==> src/rtl/interval_timer_pkg.sv <==
// Shared types and constants for the multi-channel interval timer.
// Holds the channel state encoding, the mode constants and the prescaler width helper.
package interval_timer_pkg;

    typedef enum logic [1:0] {
        IDLE = 2'd0,
        RUN  = 2'd1,
        DONE = 2'd2
    } ch_state_e;

    localparam logic MODE_PERIODIC = 1'b0;
    localparam logic MODE_ONESHOT  = 1'b1;

    // A divide-by-1 prescaler still needs a 1-bit register to stay well formed.
    function automatic int presc_width(input int div);
        return (div > 1) ? $clog2(div) : 1;
    endfunction

endpackage

==> src/rtl/interval_timer_ch.sv <==
// One timer channel: IDLE/RUN/DONE state machine, tick down-counter and
// the sticky pending/overrun flags that expiry raises.
module interval_timer_ch
    import interval_timer_pkg::*;
#(
    parameter int CNT_W = 16
) (
    input  logic             clk,
    input  logic             rst_n,
    input  logic             tick,
    input  logic [CNT_W-1:0] interval_i,
    input  logic             mode_i,
    input  logic             enable_i,
    input  logic             ack_i,
    output logic             pending_o,
    output logic             overrun_o
);

    ch_state_e        state_q, state_d;
    logic [CNT_W-1:0] cnt_q, cnt_d;
    logic             pending_q, pending_d;
    logic             overrun_q, overrun_d;
    logic             expire;

    always_comb begin
        state_d = state_q;
        cnt_d   = cnt_q;
        expire  = 1'b0;
        if (!enable_i) begin
            state_d = IDLE;
        end else begin
            case (state_q)
                IDLE: begin
                    if (interval_i != '0) begin
                        state_d = RUN;
                        cnt_d   = interval_i;
                    end
                end
                RUN: begin
                    if (tick) begin
                        if (cnt_q > CNT_W'(1)) begin
                            cnt_d = cnt_q - CNT_W'(1);
                        end else begin
                            expire = 1'b1;
                            // The reload samples the interval live, so a zero here parks the channel.
                            if (mode_i == MODE_PERIODIC) begin
                                if (interval_i != '0) begin
                                    cnt_d = interval_i;
                                end else begin
                                    state_d = IDLE;
                                end
                            end else begin
                                state_d = DONE;
                            end
                        end
                    end
                end
                DONE: begin
                    state_d = DONE;
                end
                default: begin
                    state_d = IDLE;
                end
            endcase
        end
    end

    always_comb begin
        pending_d = pending_q;
        overrun_d = overrun_q;
        if (ack_i) begin
            pending_d = 1'b0;
            overrun_d = 1'b0;
        end
        // An expiry that coincides with an ack sets pending but cannot count as an overrun.
        if (expire) begin
            pending_d = 1'b1;
            if (pending_q && !ack_i) begin
                overrun_d = 1'b1;
            end
        end
    end

    always_ff @(posedge clk) begin
        if (!rst_n) begin
            state_q   <= IDLE;
            cnt_q     <= '0;
            pending_q <= 1'b0;
            overrun_q <= 1'b0;
        end else begin
            state_q   <= state_d;
            cnt_q     <= cnt_d;
            pending_q <= pending_d;
            overrun_q <= overrun_d;
        end
    end

    assign pending_o = pending_q;
    assign overrun_o = overrun_q;

endmodule

==> src/rtl/interval_timer_mc.sv <==
// Multi-channel interval timer top: shared free-running prescaler, NUM_CH
// channel instances and the gated, registered interrupt line.
module interval_timer_mc
    import interval_timer_pkg::*;
#(
    parameter int NUM_CH       = 4,
    parameter int CNT_W        = 16,
    parameter int PRESCALE_DIV = 65536
) (
    input  logic                    ap_clk,
    input  logic                    ap_rst_n,
    input  logic [NUM_CH*CNT_W-1:0] interval_i,
    input  logic [NUM_CH-1:0]       mode_i,
    input  logic [NUM_CH-1:0]       enable_i,
    input  logic [NUM_CH-1:0]       irq_ack_i,
    input  logic                    interrupt_en,
    output logic [NUM_CH-1:0]       irq_pending_o,
    output logic [NUM_CH-1:0]       overrun_o,
    output logic                    interrupt_o
);

    localparam int                 PRESC_W   = presc_width(PRESCALE_DIV);
    localparam logic [PRESC_W-1:0] PRESC_MAX = PRESC_W'(PRESCALE_DIV - 1);

    logic [PRESC_W-1:0] presc_q, presc_d;
    logic               tick;
    logic [NUM_CH-1:0]  pending;
    logic [NUM_CH-1:0]  overrun;
    logic               interrupt_q, interrupt_d;

    assign tick = (presc_q == PRESC_MAX);

    // The prescaler is never restarted by channels, so first-period latency depends on its phase.
    always_comb begin
        presc_d = presc_q + PRESC_W'(1);
        if (tick) begin
            presc_d = '0;
        end
        interrupt_d = interrupt_en & (|pending);
    end

    always_ff @(posedge ap_clk) begin
        if (!ap_rst_n) begin
            presc_q     <= '0;
            interrupt_q <= 1'b0;
        end else begin
            presc_q     <= presc_d;
            interrupt_q <= interrupt_d;
        end
    end

    for (genvar c = 0; c < NUM_CH; c++) begin : gen_ch
        interval_timer_ch #(
            .CNT_W (CNT_W)
        ) u_ch (
            .clk        (ap_clk),
            .rst_n      (ap_rst_n),
            .tick       (tick),
            .interval_i (interval_i[c*CNT_W +: CNT_W]),
            .mode_i     (mode_i[c]),
            .enable_i   (enable_i[c]),
            .ack_i      (irq_ack_i[c]),
            .pending_o  (pending[c]),
            .overrun_o  (overrun[c])
        );
    end

    assign irq_pending_o = pending;
    assign overrun_o     = overrun;
    assign interrupt_o   = interrupt_q;

endmodule

==> config.mk <==
export PLATFORM = sky130hd
export DESIGN_NAME = interval_timer_mc
export DESIGN_NICKNAME = d
export VERILOG_FILES = /design/src/rtl/interval_timer_pkg.sv /design/src/rtl/interval_timer_ch.sv /design/src/rtl/interval_timer_mc.sv
export SDC_FILE = /design/constraint.sdc
export NUM_CORES = 1
export LEC_CHECK = 0
export BUFFER_PORTS_ARGS = -buffer_cell sky130_fd_sc_hd__clkbuf_2
export CORE_MARGIN = 2
export CORE_UTILIZATION = 47
export CTS_CLUSTER_DIAMETER = 200
export CTS_CLUSTER_SIZE = 24
export DETAILED_ROUTE_END_ITERATION = 8
export PLACE_DENSITY = 0.68
export SYNTH_ARGS = -nofsm -noshare
export SYNTH_HDL_FRONTEND = slang
export SYNTH_SLANG_ARGS = --single-unit
==> constraint.sdc <==
create_clock -name ap_clk -period 5.2 [get_ports ap_clk]
set_clock_uncertainty 0.1 [all_clocks]
set_input_delay 0 -clock ap_clk [delete_from_list [all_inputs] [get_ports ap_clk]]
set_output_delay 0 -clock ap_clk [all_outputs]
set_load 0.05 [all_outputs]
==> impl_metrics.json <==
{
  "cp-start-kind": "flop",
  "synth_async_sr_flop_share": 0,
  "vias": 6632,
  "path_class": "reg -> reg",
  "leakagePower_nw": 2.82,
  "totalWireLength_um": 17500,
  "whs_path_depth": 4,
  "cts-resized-gates": 0,
  "slew_headroom": 0.295,
  "cts_made_buffers": 9,
  "grt_overflow": 0,
  "drcViolationCount": 0,
  "ys_types": 71,
  "status": "finished, final reports clean",
  "layout_min_cycle_time_ns": 3.10,
  "io_pins": 88,
  "cts_sinks": 97,
  "wire_per_inst_um": 16.0,
  "end_kind": "flop",
  "clk_path_buf_depth": 2,
  "synth_top_area_frac": 0.323,
  "port_buffers": 87,
  "rr_startpoint": "presc_q[0]$_SDFF_PP0_",
  "h-tree-depth": 3,
  "grt_max_degree": 60,
  "min_to": "gen_ch[2].u_ch.state_q[0]$_SDFFE_PN0P_",
  "p_per_area_nw_per_um2": 280,
  "max_freq_mhz": 322,
  "drv_slew": 0,
  "synthesis.area_per_instance_um2": 7.53,
  "dp_hpwl_um": 11800,
  "multi_input_area_um2": 3740,
  "synthCells": 799,
  "synthesis.nets": 887,
  "reg2reg_slack_ns": 2.10,
  "fp.dieH_um": 117,
  "place_area_um2": 6440,
  "die_area_um2": 13700,
  "fp-row-count": 41,
  "ant_nets": 0,
  "crit_path_frequent_cell": "nand3_1",
  "hold_viol": 0,
  "ys_warn_count": 0,
  "nNetsFinal": 1003,
  "syn_to_final_growth_pct": 23.0,
  "crit_required_ns": 5.37,
  "drtIter0Drc": 539,
  "synth.most_common_cell": "dfxtp_1",
  "reg2reg_to": "gen_ch[1].u_ch.cnt_q[0]$_SDFFE_PN0P_",
  "antenna_found_initial": 0,
  "drt-vias-per-instance": 6.07,
  "finalSetupViolations": 0,
  "synth_ff_type": "dfxtp_1",
  "firstDrtPassIters": 7,
  "coreArea_um2": 12600,
  "min_from": "mode_i[2]",
  "synth_area_leaders": "dfxtp_1 (32%), a21oi_1 (7.8%), nand2_1 (6.0%), nor2_1 (3.9%), nor4_1 (3.7%)",
  "place_congestion": 0.874,
  "crit_path_max_fanout": 26,
  "clk_pin_slew_worst_paths_ns": 0.07,
  "synth-seq-cells": 97,
  "synth-edff-count": 0,
  "period_share": 0.597,
  "clock_latency_ns": 0.36,
  "rr_worst_depth": 7,
  "slowest_stage": "nand3_1",
  "fin_area_um2": 7410,
  "register_area_um2": 1940,
  "die_x_um": 117,
  "start_util": 0.479,
  "ir_drop_mv": 0.201,
  "clockRootBuffer": "clkbuf_16",
  "synth.largest_area_cell": "dfxtp_1",
  "first_global_vias": 6141,
  "tns_ns": 0,
  "cts_tree": "yes",
  "cp.arrival_ns": 3.27,
  "fillCellCount": 1184,
  "netlist_area_um2": 6020,
  "tightestPinTransition_ns": 1.05,
  "yosys-top-cells-count": "dfxtp_1 (97), nand2_1 (96), a21oi_1 (94)",
  "slowest_delay_ns": 0.64,
  "grt_setup_unrepaired": "false",
  "hold_path_class": "in -> reg",
  "grt_usage": 0.260,
  "drive_above_1_share": 0.140,
  "seq_area_frac_synth": 0.323,
  "grt_pass1_wl_um": 28600,
  "n_antenna_cell": 0,
  "crit_chain": "ha_1, nand3_1, or4_1, nand2_1, nand3_1, a211o_1, a21oi_1",
  "max_cap_viol_count": 0
}
-- area by class of cell --
| cell class | count | share of cell area |
|---|---|---|
| Multi-Input combinational cell | 631 | 0.505 |
| Sequential cell | 97 | 0.262 |
| Timing Repair Buffer | 157 | 0.152 |
| Clock buffer | 10 | 0.0309 |
| Tap cell | 172 | 0.0291 |
| Clock inverter | 6 | 0.0112 |
| Inverter | 19 | 0.00963 |
-- sequential cells by signal (all words and copies together) (netlist names) --
signal                 cells
gen_ch.u_ch.overrun_o      4
gen_ch.u_ch.state_q        8
gen_ch.u_ch.pending_o      4
interrupt_o                1
gen_ch.u_ch.cnt_q         64
presc_q                   16
-- through the flow --
stage | total power [mW] | cells | hold WS (ns) | utilization | worst slack (ns)
after detailed placement | 1.32 | 1011 | 0.0850 | 0.513 | 2.13
after floorplan | 1.20 | 799 | -0.0207 | - | 2.69
after CTS | 2.08 | 1092 | 0.000117 | 0.589 | 2.12
after global placement | 1.31 | 1011 | 0.0836 | 0.513 | 2.22
after global routing | 2.18 | 1092 | 0.0271 | 0.589 | 1.76
final | 2.07 | 1092 | 0.0111 | 0.589 | 2.10
-- worst max-delay path: cells and delay by family (launching register included) --
kind            cells  cell delay (ns)
simple gates        4             1.60
compound gates      2             0.65
fa+ha+maj           1             0.30
flops               1             0.34
-- metal layers --
metal,vias to the layer above,routed length [um],track usage
met4,0,413,0.105
met2,298,8500,0.438
met5,-,0,0
li1,3227,-,-
met1,3066,7370,0.322
met3,41,1210,0.0597
-- worst max-delay path by stage --
stage	start	end	slack (ns)
6_report	presc_q[0]$_SDFF_PP0_	gen_ch[1].u_ch.cnt_q[0]$_SDFFE_PN0P_	2.10
5_1_grt	presc_q[0]$_SDFF_PP0_	gen_ch[1].u_ch.cnt_q[0]$_SDFFE_PN0P_	1.76
4_1_cts	presc_q[0]$_SDFF_PP0_	gen_ch[1].u_ch.cnt_q[0]$_SDFFE_PN0P_	2.12
3_5_place_dp	presc_q[0]$_SDFF_PP0_	gen_ch[1].u_ch.cnt_q[0]$_SDFFE_PN0P_	2.13
3_3_place_gp	presc_q[0]$_SDFF_PP0_	gen_ch[1].u_ch.cnt_q[0]$_SDFFE_PN0P_	2.22
2_1_floorplan	presc_q[0]$_SDFF_PP0_	gen_ch[2].u_ch.cnt_q[12]$_SDFFE_PN0P_	2.69
-- layout by cell type (no fill, tap or decap), types with 10 or more instances in the layout --
| cell type | n |
|---|---|
| dlygate4sd3_1 | 65 |
| o22ai_1 | 16 |
| and3_1 | 10 |
| dfxtp_1 | 97 |
| nand4_1 | 15 |
| clkbuf_2 | 87 |
| nor3_1 | 33 |
| o21ai_0 | 37 |
| inv_1 | 18 |
| nor4_1 | 36 |
| nor2_1 | 63 |
| a21oi_1 | 94 |
| or4_1 | 12 |
| a31oi_1 | 10 |
| or3_1 | 11 |
| nand3_1 | 29 |
| nand2_1 | 96 |
| nand2b_1 | 11 |
-- kinds of logic after synthesis --
family	synth area share
simple gates	0.299
buf+inv	0.0557
fa+ha+maj	0.0187
flops	0.323
xor+xnor	0.0218
mux	0.0133
compound gates	0.269
-- power breakdown --
part           total (mW)  switching [mW]  internal, mW  leakage [nW]
Clock               0.712           0.293         0.419         0.152
Combinational       0.519           0.309         0.209          1.87
Sequential          0.842          0.0526         0.789         0.794
Total                2.07           0.655          1.42          2.82
-- repair_timing --
action / CTS / global route
setup buffers: 0 / 0
hold buffers: 65 / 0
endpoints found under the hold margin: 69 / 0
No activity file was read; power rests on OpenSTA's default activity.
